===== src/rtl/regfile_wb_arbiter_pkg.sv =====
// Shared constants and arbiter state encoding for the register-file
// writeback arbiter.
package regfile_wb_arbiter_pkg;

   localparam int REG_AW         = 5;
   localparam int DATA_W         = 32;
   localparam int NREGS          = 1 << REG_AW;
   localparam int STARVE_MAX_DEF = 4;

   typedef enum logic {
      ARB_NORMAL = 1'b0,
      ARB_FORCE  = 1'b1
   } arb_state_e;

endpackage


===== src/rtl/wb_fifo2.sv =====
// Two-entry result queue for mul/div writebacks; entry 0 is always the head.
module wb_fifo2
   import regfile_wb_arbiter_pkg::*;
(
   input  logic              clk,
   input  logic              rst,
   input  logic              push_i,
   input  logic [REG_AW-1:0] push_addr_i,
   input  logic [DATA_W-1:0] push_data_i,
   input  logic              pop_i,
   output logic              ready_o,
   output logic              empty_o,
   output logic [REG_AW-1:0] head_addr_o,
   output logic [DATA_W-1:0] head_data_o
);

   logic [1:0]        count_q, count_d;
   logic [REG_AW-1:0] a0_q, a0_d, a1_q, a1_d;
   logic [DATA_W-1:0] d0_q, d0_d, d1_q, d1_d;
   logic              push_ok, pop_ok;

   always_comb begin
      push_ok = push_i && (count_q != 2'd2);
      pop_ok  = pop_i && (count_q != 2'd0);
      a0_d    = a0_q;
      d0_d    = d0_q;
      a1_d    = a1_q;
      d1_d    = d1_q;
      if (pop_ok) begin
         a0_d = a1_q;
         d0_d = d1_q;
      end
      // With a simultaneous pop at count 1 the new entry lands directly in the head slot.
      if (push_ok) begin
         if ((count_q == 2'd0) || ((count_q == 2'd1) && pop_ok)) begin
            a0_d = push_addr_i;
            d0_d = push_data_i;
         end else begin
            a1_d = push_addr_i;
            d1_d = push_data_i;
         end
      end
      count_d = count_q + {1'b0, push_ok} - {1'b0, pop_ok};
   end

   always_ff @(posedge clk) begin
      if (rst) begin
         count_q <= '0;
         a0_q    <= '0;
         d0_q    <= '0;
         a1_q    <= '0;
         d1_q    <= '0;
      end else begin
         count_q <= count_d;
         a0_q    <= a0_d;
         d0_q    <= d0_d;
         a1_q    <= a1_d;
         d1_q    <= d1_d;
      end
   end

   assign ready_o     = (count_q != 2'd2);
   assign empty_o     = (count_q == 2'd0);
   assign head_addr_o = a0_q;
   assign head_data_o = d0_q;

endmodule


===== src/rtl/regfile_wb_arbiter.sv =====
// Arbitrates pipeline writeback against queued mul/div results onto one
// registered register-file write port, with a busy-bit hazard scoreboard.
module regfile_wb_arbiter
   import regfile_wb_arbiter_pkg::*;
#(
   parameter int STARVE_MAX = STARVE_MAX_DEF
)
(
   input  logic              clk,
   input  logic              rst,
   input  logic              wb_valid,
   input  logic [REG_AW-1:0] wb_addr,
   input  logic [DATA_W-1:0] wb_data,
   output logic              wb_stall,
   input  logic              md_valid,
   output logic              md_ready,
   input  logic [REG_AW-1:0] md_addr,
   input  logic [DATA_W-1:0] md_data,
   input  logic              iss_valid,
   input  logic [REG_AW-1:0] iss_addr,
   input  logic [REG_AW-1:0] q_rs,
   input  logic [REG_AW-1:0] q_rt,
   output logic              hz_stall,
   output logic              rf_wen,
   output logic [REG_AW-1:0] rf_wr,
   output logic [DATA_W-1:0] rf_wd
);

   localparam int CNT_W = (STARVE_MAX < 1) ? 1 : $clog2(STARVE_MAX + 1);

   arb_state_e        state_q, state_d;
   logic [CNT_W-1:0]  cnt_q, cnt_d;
   logic [NREGS-1:0]  busy_q, busy_d;
   logic              rf_wen_q, rf_wen_d;
   logic [REG_AW-1:0] rf_wr_q, rf_wr_d;
   logic [DATA_W-1:0] rf_wd_q, rf_wd_d;
   logic              rf_src_md_q, rf_src_md_d;

   logic              fifo_ready, fifo_empty;
   logic [REG_AW-1:0] head_addr;
   logic [DATA_W-1:0] head_data;
   logic              grant_wb, grant_md, force_stall;

   wb_fifo2 u_fifo (
      .clk         (clk),
      .rst         (rst),
      .push_i      (md_valid && fifo_ready),
      .push_addr_i (md_addr),
      .push_data_i (md_data),
      .pop_i       (grant_md),
      .ready_o     (fifo_ready),
      .empty_o     (fifo_empty),
      .head_addr_o (head_addr),
      .head_data_o (head_data)
   );

   always_comb begin
      grant_wb    = 1'b0;
      grant_md    = 1'b0;
      force_stall = 1'b0;
      state_d     = state_q;
      unique case (state_q)
         ARB_NORMAL: begin
            grant_wb = wb_valid;
            grant_md = !wb_valid && !fifo_empty;
         end
         ARB_FORCE: begin
            grant_md    = !fifo_empty;
            force_stall = wb_valid;
            state_d     = ARB_NORMAL;
         end
      endcase
      cnt_d = cnt_q;
      if (grant_md) begin
         cnt_d = '0;
      end else if (!fifo_empty) begin
         cnt_d = cnt_q + 1'b1;
      end
      // Forcing is decided on the count being loaded, so FORCE follows the last lost cycle directly.
      if ((state_q == ARB_NORMAL) && (cnt_d == CNT_W'(STARVE_MAX))) begin
         state_d = ARB_FORCE;
      end
   end

   always_comb begin
      rf_wen_d    = 1'b0;
      rf_wr_d     = rf_wr_q;
      rf_wd_d     = rf_wd_q;
      rf_src_md_d = 1'b0;
      if (grant_wb) begin
         rf_wen_d = (wb_addr != '0);
         rf_wr_d  = wb_addr;
         rf_wd_d  = wb_data;
      end else if (grant_md) begin
         rf_wen_d    = (head_addr != '0);
         rf_wr_d     = head_addr;
         rf_wd_d     = head_data;
         rf_src_md_d = 1'b1;
      end
   end

   always_comb begin
      busy_d = busy_q;
      if (rf_wen_q && rf_src_md_q) begin
         busy_d[rf_wr_q] = 1'b0;
      end
      if (iss_valid && (iss_addr != '0)) begin
         busy_d[iss_addr] = 1'b1;
      end
      busy_d[0] = 1'b0;
   end

   always_ff @(posedge clk) begin
      if (rst) begin
         state_q     <= ARB_NORMAL;
         cnt_q       <= '0;
         busy_q      <= '0;
         rf_wen_q    <= 1'b0;
         rf_wr_q     <= '0;
         rf_wd_q     <= '0;
         rf_src_md_q <= 1'b0;
      end else begin
         state_q     <= state_d;
         cnt_q       <= cnt_d;
         busy_q      <= busy_d;
         rf_wen_q    <= rf_wen_d;
         rf_wr_q     <= rf_wr_d;
         rf_wd_q     <= rf_wd_d;
         rf_src_md_q <= rf_src_md_d;
      end
   end

   assign wb_stall = force_stall && !rst;
   assign md_ready = fifo_ready;
   assign hz_stall = busy_q[q_rs] | busy_q[q_rt];
   assign rf_wen   = rf_wen_q;
   assign rf_wr    = rf_wr_q;
   assign rf_wd    = rf_wd_q;

endmodule


===== config.mk =====
export PLATFORM = sky130hd
export DESIGN_NAME = regfile_wb_arbiter
export DESIGN_NICKNAME = d
export VERILOG_FILES = /design/src/rtl/regfile_wb_arbiter_pkg.sv /design/src/rtl/wb_fifo2.sv /design/src/rtl/regfile_wb_arbiter.sv
export SDC_FILE = /design/constraint.sdc
export NUM_CORES = 1
export LEC_CHECK = 0
export CAP_MARGIN = 20
export CORE_MARGIN = 2
export CORE_UTILIZATION = 41
export CTS_BUF_LIST = sky130_fd_sc_hd__clkbuf_8
export CTS_CLUSTER_SIZE = 16
export DETAILED_ROUTE_END_ITERATION = 7
export PLACE_DENSITY = 0.62
export SETUP_SLACK_MARGIN = 0.02
export SLEW_MARGIN = 25
export SYNTH_ARGS = -nofsm -noshare
export SYNTH_HDL_FRONTEND = slang
export SYNTH_SLANG_ARGS = --single-unit

===== constraint.sdc =====
create_clock -name clk -period 2.35 [get_ports clk]
set_input_delay 0.47 -clock clk [delete_from_list [all_inputs] [get_ports clk]]
set_output_delay 0.47 -clock clk [all_outputs]
set_load 0.02 [all_outputs]

==> results of run 1 <==
[metal layers]
metal	vias up	track usage [%]	part of all wire [%]
li1	3291	-	-
met1	3126	28.4	44
met2	182	37.1	47
met3	36	5.48	5.9
met4	0	8.72	2.2
met5	-	0	0
[worst max-delay path by stage]
stage	slack, ns	cells past startpoint	end	start
2_1_floorplan	0.16	6	hz_stall	q_rs[0]
3_3_place_gp	-0.88	7	hz_stall	q_rt[1]
3_5_place_dp	-0.88	7	hz_stall	q_rt[1]
4_1_cts	-0.11	6	hz_stall	busy_q[16]
5_1_grt	-0.16	7	hz_stall	busy_q[6]
6_report	-0.09	6	hz_stall	busy_q[28]
[placed cells by master (no fill, tap or decap), types with 3 or more instances in the layout]
cell type                         synthesis  final
sky130_fd_sc_hd__nand2_1                191    191
sky130_fd_sc_hd__bufinv_16                0      3
sky130_fd_sc_hd__o22ai_1                  3      3
sky130_fd_sc_hd__inv_1                    1      8
sky130_fd_sc_hd__and3b_1                  3      3
sky130_fd_sc_hd__a21oi_1                 72     72
sky130_fd_sc_hd__nor2b_1                  7      6
sky130_fd_sc_hd__o21ai_0                 95     95
sky130_fd_sc_hd__buf_12                   0      6
sky130_fd_sc_hd__and3_1                   3      3
sky130_fd_sc_hd__dfxtp_2                  0      5
sky130_fd_sc_hd__mux2_1                   3      3
sky130_fd_sc_hd__mux4_2                   7      7
sky130_fd_sc_hd__mux2i_1                  8      8
sky130_fd_sc_hd__nor3_1                   6      6
sky130_fd_sc_hd__clkdlybuf4s50_1          0    125
sky130_fd_sc_hd__nor2_1                  90     89
sky130_fd_sc_hd__a211oi_1                 3      3
sky130_fd_sc_hd__dlygate4sd2_1            0      4
sky130_fd_sc_hd__dfxtp_1                150    145
sky130_fd_sc_hd__nand3b_1                 5      5
sky130_fd_sc_hd__nor3b_1                  6      6
sky130_fd_sc_hd__nand2b_1                 6      5
sky130_fd_sc_hd__buf_4                    6     43
sky130_fd_sc_hd__nand4_1                  3      3
sky130_fd_sc_hd__o21ai_1                 13     13
sky130_fd_sc_hd__clkbuf_8                 0     19
sky130_fd_sc_hd__a311oi_1                75     75
[kinds of logic (layout without fill, tap and decap cells)]
| family | Yosys count | in the layout | synth area share, % |
|---|---|---|---|
| simple gates | 332 | 332 | 20.5 |
| compound gates | 270 | 270 | 24.6 |
| flops | 150 | 150 | 44.0 |
| buf+inv | 79 | 214 | 5.33 |
| mux | 22 | 22 | 5.08 |
| fa+ha+maj | 2 | 2 | 0.366 |
| xor+xnor | 1 | 1 | 0.128 |
| other cells | 0 | 1 | 0 |
[worst min-delay path: stages, from the launching register on]
cell and delay, ns:
sky130_fd_sc_hd__dfxtp_1 0.31, sky130_fd_sc_hd__nand2_1 0.05, sky130_fd_sc_hd__a21oi_1 0.05
[cell type report]
cell class              count  area share [%]
multi-input cells         627            39.1
flip-flops and latches    150            33.7
repair buffers            183            19.8
well taps                 220            3.08
clock buffers              19            2.92
clock inverters            11            1.36
inverters                   1          0.0420
diodes                      1          0.0280
[repair_timing]
item,CTS,global route
gates resized for setup,22,8
hold buffers,0,0
setup buffers,2,0
pin swaps,3,2
endpoints found under the setup margin,1,1
[power by group through the flow]
stage	Combinational [mW]	Sequential [mW]	Clock, mW
floorplan	0.483	2.86	0
global placement	0.982	2.83	0
detailed placement	0.986	2.83	0
CTS	0.988	2.77	2.01
global route	1.08	2.79	2.13
finish	0.986	2.77	1.98
[flip-flops by register name, summed over array words and instances, names as in the netlist]
signal,cells
u_fifo.d1_q,32
cnt_q,3
state_q,1
rf_wen,1
rf_src_md_q,1
u_fifo.head_addr_o,5
rf_wd,32
rf_wr,5
u_fifo.count_q,2
busy_q,31
u_fifo.a1_q,5
u_fifo.head_data_o,32
==> reports/summary.md, run 1 <==
The flow ran to the end, but the final reports show violations. The final reports fail on negative setup slack. In this run the biggest area consumer among cell types represents 44.0% of the synthesized area. The number of nets in the synthesized netlist is 952. Counting tap cells, the placed design contains a total of 1179 instances. The final wirelength came out at 19.7 mm.

In the synthesized netlist the async set-or-reset flop fraction comes to 0%. The design draws 5.74 mW. The nature of the critical path endpoint was a primary output. The later pin in the worst-skew pair is clocked with a latency of 0.45 ns.

The multi-input combinational cells in the finished layout cover a total of 3490 um^2. The run gives 44.0% as the part of the Yosys area used for sequential elements. The number of antenna-violating nets in the routed design is 0, and the number of stages on the worst hold path is 2.

TritonCTS built the clock tree. The clock transition at the registers of the reported paths is 0.08 ns. STA puts the critical path data arrival time at 1.97 ns. The first routing iteration left 424 violations. The internal power of the cells totals 4.20 mW. Traced cell by cell, the critical path runs through mux4_2 > nor2_1 > nor4_1 > a211oi_1 > nand4_1 > buf_6. The number of H-tree branching levels came out at 4.

The area of placed instances came out at 8530 um^2. Ranked by total cell area, the synthesized netlist is headed by sky130_fd_sc_hd__dfxtp_1 (44%), sky130_fd_sc_hd__nand2_1 (11%), sky130_fd_sc_hd__a311oi_1 (9.6%). The total buffers and inverters traversed by the critical path works out to 1.

The classification of the worst setup path is reg2out. Number of max-cap violations: 0. The global-route total usage across every layer was 22.5%; the flop and latch count out of synthesis was 150.

Routability-driven placement finished with a final weighted congestion of 0.914. The share of total power dissipated in sequential elements is 48.3%. Setup slack on the worst reg-to-reg path comes out at 0.59 ns.

Once the floorplan was initialized, standard cells occupied 41.6% of the core. The die covers 17700 um^2. In the routed layout, each cell is associated on average with a via count of 5.47.

The net count of the finished layout is 1076. Detailed placement ended at an HPWL of 13.2 mm. The final-report max-slew violation count is 0.

The logs give 0 for the initial antenna violation count and 0 for the count of synthesis-stage warnings from yosys. The largest voltage drop on the vdd net came out at 0.361 mV. The worst setup path is launched from a flop. The depth of the most critical reg-to-reg path was 5; the number of enable-type register cells in the synthesized netlist was 0. The quantity of I/O buffers inserted on ports was 134.

CTS placed an instance of sky130_fd_sc_hd__clkbuf_8 at the clock tree root. The tools report the placement-stage worst setup slack as -0.883 ns. By count the netlist is led by sky130_fd_sc_hd__nand2_1 (191), sky130_fd_sc_hd__dfxtp_1 (150), sky130_fd_sc_hd__o21ai_0 (95), sky130_fd_sc_hd__nor2_1 (90), sky130_fd_sc_hd__a311oi_1 (75). For this run, the slowest stage of the critical path takes 0.47 ns. The portion of total power attributed to the clock network came out at 34.5%. The part of the cycle the worst path needs was 104%; the footprint of the flip-flops and latches was 3010 um^2. The mapped cell area came out at 6830 um^2. The required time at the endpoint of the critical path came out at 1.88 ns. The number of buffers added by the clock tree synthesis step came out at 17. The worst clock skew was 0.0109 ns; the number of iterations in the first detailed-routing pass was 5. The number of global-route vias before repair is 6313, and the max-slew headroom at the worst pin is 57.1%.

The finished layout holds 1212 standard cells, fillers aside. Height of the chip: 133 um. The clock passes through at most 2 buffers. The hold violation count in the final report was 0.

Power spread over the standard cell area amounts to 641 nW/um^2. The most common cell in the synthesized netlist is sky130_fd_sc_hd__nand2_1. In this run the worst path has a maximum fanout of 3.

The final count of negative-setup-slack endpoints was 1. After technology mapping, the gate count stands at 856. Counting distinct cell types in the post-synthesis netlist gives 48.

For the smallest hold slack, the log shows 0.454 ns. The top-level port count is 135. Summed over all cells, the static leakage comes to 3.10 nW. After routing, the total negative slack on setup checks comes to -0.0864 ns. The share of post-route cells with drive strength above 1 was 9.89%.

The endpoint identified for the worst register-to-register timing path is rf_wd[19]. Entering global routing, the biggest net connects 150 pins. The tree built by TritonCTS fans out to 150 sinks. For this run, the leading register cell type out of synthesis is sky130_fd_sc_hd__dfxtp_1.

The average cell area after synthesis is 7.98 um^2. Horizontal die dimension: 133 um. The filler cells instantiated in the layout total 1594.

After detailed routing, the number of remaining DRC violations is 0. For hold timing, the worst endpoint is u_fifo.d1_q[1]. The run gives 47 as the standard-cell row count. The reg-to-reg critical path startpoint was u_fifo.count_q[1]. For this design the total switching power over the nets is 1.53 mW. Compared with the post-synthesis result, the final layout area differs by 31.0%. The final route contains 6635 vias.

The master of the slowest instance on the critical path was sky130_fd_sc_hd__mux4_2. Combinational logic burns 17.2% of the power. The worst hold path belongs to the class reg2reg. The first global-routing pass estimated 32.0 mm of wire. The switching fraction of total power was 26.7%.

For the pin with the worst max-slew slack, the measured transition is 0.643 ns. Summed over all instances, the cell type with the most area after synthesis is sky130_fd_sc_hd__dfxtp_1. Setup repair after global routing could not meet its margin everywhere.

The start point of the worst hold path is u_fifo.d1_q[1]. Among cell families on the critical path, the largest total delay comes from multiplexers. The total grt overflow came out at 0. The clock period minus final worst setup slack is 2.44 ns. After routing the design area is 8940 um^2. The core region is 16400 um^2.

Measured on the finished design, the core utilization comes to 54.5%. The routed length per placed instance is 16.2 um, and the least setup slack across all paths after layout is -0.0864 ns. For this run, the top clock speed supported by timing is 410 MHz.
Note: power is estimated with default switching activity, not from simulation.
==> run 2, diff against run 1 <==
- CORE_UTILIZATION: 41 -> 54
- PLACE_DENSITY: 0.62 -> 0.79
==> reports/summary.md, run 2 (synthesis results as in run 1) <==
The share of post-route cells with drive strength above 1 works out to 11.6% (+1.7 points). The cell type group with the largest total delay on the critical path is multiplexers. Largest net degree at the start of global routing: 150 (unchanged). The diode insertion count for antenna repair is 0 (-1).

The via count came out at 6823 (+2.8%). The horizontal die dimension was 116 um (-12%); the placement-stage worst setup slack was -0.827 ns (+0.0558 ns). The run gives -0.107 ns (-0.0204 ns) as the least setup slack across all paths after layout. The weighted congestion at the end of routability-driven global placement is 0.958 (+4.8%), and the final wirelength is 19.5 mm (-0.80%). The run gives 0.46 ns (about the same) as the insertion delay to the later sink of the worst-skew pair.

The total buffers and inverters traversed by the critical path is 1 (unchanged), and the worst stage delay on the critical path is 0.47 ns (about the same). Top fanout value on the critical path: 3 (unchanged). In the layout the commonest cells are sky130_fd_sc_hd__nand2_1 (191), sky130_fd_sc_hd__dfxtp_1 (139), sky130_fd_sc_hd__clkdlybuf4s50_1 (125), sky130_fd_sc_hd__o21ai_0 (95), sky130_fd_sc_hd__nor2_1 (88).

The required time at the endpoint of the critical path was 1.88 ns (about the same). The post-route DRC violation count was 0 (unchanged); the total number of clock tree sinks was 150 (unchanged). The total grt overflow was 0 (unchanged); the peak clock frequency supported by timing was 407 MHz (-0.83%). The total negative setup slack was -0.107 ns (-0.0204 ns). The worst clock skew came out at 0.00841 ns (-0.00246 ns). Setup repair after global routing could not meet its margin everywhere. The global-route wire length before repair was 31.2 mm (-2.6%); the power density over cell area was 674 nW/um^2 (+5.1%). The count of filler cells inserted in the layout was 989 (-38%). The number of max-cap violations was 0 (unchanged). The arrival time at the worst endpoint was 1.99 ns (+0.02 ns). Leaving out fill and tap cells, the most frequent cell in the layout is sky130_fd_sc_hd__nand2_1.

The final reports fail on negative setup slack. The maximum number of buffers from clock root to sink is 2 (unchanged). The number of iterations in the first detailed-routing pass came out at 5 (unchanged). The tools report the nature of the critical path endpoint as a primary output. The tools report the number of buffers added by the clock tree synthesis step as 17 (unchanged).

For the half-perimeter wire length after placement, the log shows 13.1 mm (-0.56%). Max-slew headroom at the worst pin: 56.8% (-0.28 points). The smallest hold slack came out at 0.459 ns (+0.00505 ns). The transition time at the pin with the least slew margin came out at 0.648 ns (+0.00416 ns). The final count of negative-setup-slack endpoints came out at 1 (unchanged).

The clock transition at the registers of the reported paths was 0.08 ns (about the same). The global-route total usage across every layer is 28.9% (+6.5 points), and the via density per instance is 5.86 (+7.1%). The run finished, with violations left. The clock period minus final worst setup slack was 2.46 ns (+0.0204 ns); the number of antenna-violating nets in the routed design was 0 (unchanged). The area of the core region came out at 12500 um^2 (-24%). The tools report the initial antenna violation count as 0 (unchanged). The kind of start point of the critical path was a flop.

The number of H-tree branching levels is 4 (unchanged), and the area added between synthesis and finish is 31.2%. TritonCTS built the clock tree. The height of the chip works out to 116 um (-12%). The quantity of I/O buffers inserted on ports was 134 (unchanged). The number of global-route vias before repair came out at 6509 (+3.1%). Walking the worst path, the cells encountered are mux4_2 > nor2_2 > nor4_1 > a211oi_1 > nand4_1 > buf_4. Routed length per placed instance: 16.8 um (+3.3%). The area enclosed by the die boundary is 13600 um^2 (-23%).

Type of the worst min-delay path: reg2reg. The final-report max-slew violation count is 0 (unchanged). The critical path in this run is classified as reg2out. The share of the core filled with cells is 71.9% (+17 points), and the standard-cell row count is 41 (-13%). The run gives 0.578 mV (+60%) as the largest voltage drop on the vdd net. The effective utilization at floorplan is 54.8% (+13 points). The run gives 1075 (-0.093%) as the net total in the final layout. The top-level port count was 135 (unchanged); the part of the cycle the worst path needs was 105% (+0.87 points). The leakage power came out at 3.11 nW (+0.33%).

The number of DRC markers in iteration 0 is 592 (+40%). Clock tree synthesis selected as its root buffer the cell sky130_fd_sc_hd__clkbuf_8. On the critical path, the stage with the largest delay is an instance of sky130_fd_sc_hd__mux4_2.

For the hold violation count in the final report, the log shows 0 (unchanged).
[run 2: through the flow]
stage	total power, mW	instance area [um^2]	std cells
after floorplan	3.34	6830	856
after global placement	3.77	8420	1127
after detailed placement	3.80	8420	1127
after CTS	6.06	8940	1162
after global routing	6.27	8960	1164
final	6.04	8960	1164
[run 2: worst paths after layout]
path	endpoint	slack (ns)	startpoint	depth (start not counted)
setup reg to reg	u_fifo.head_data_o[15]	0.52	u_fifo.count_q[0]	6
hold reg to reg	u_fifo.d1_q[28]	0.46	u_fifo.d1_q[28]	2
setup / recovery	hz_stall	-0.11	busy_q[24]	6
hold / removal	u_fifo.d1_q[28]	0.46	u_fifo.d1_q[28]	2
[run 2: tightest hold or removal path: cells and delay by family, from the launching register on]
family          cells  cell delay (ns)
compound gates      1             0.05
simple gates        1             0.05
flops               1             0.31
[run 2: where the power goes]
group | total [mW] | internal [mW] | leakage (nW) | switching [mW]
logic | 0.987 | 0.449 | 1.64 | 0.538
registers | 2.77 | 2.68 | 1.24 | 0.0878
clock network | 2.28 | 1.31 | 0.229 | 0.968
[run 2: cell type report]
| class | instances | area, um^2 | area share [%] |
|---|---|---|---|
| Clock buffer | 19 | 262 | 2.92 |
| Clock inverter | 13 | 204 | 2.28 |
| Inverter | 1 | 3.75 | 0.0419 |
| Multi-Input combinational cell | 627 | 3510 | 39.2 |
| Sequential cell | 150 | 3020 | 33.7 |
| Tap cell | 172 | 215 | 2.40 |
| Timing Repair Buffer | 182 | 1750 | 19.5 |
[run 2: per-layer routing]
layer	part of all wire, %	routed length (um)	track usage, %
met2	48	9270	45.7
met5	0	0	0
met3	8.6	1680	7.73
met1	42	8290	38.3
met4	1.4	270	10.6
[run 2: what timing repair did]
item                                    CTS  global route
resized for setup                        36             3
endpoints found under the setup margin    1             1
hold buffers                              0             0
endpoints found under the hold margin     0             0
pin swaps                                 5             2
buffers inserted                          3             2
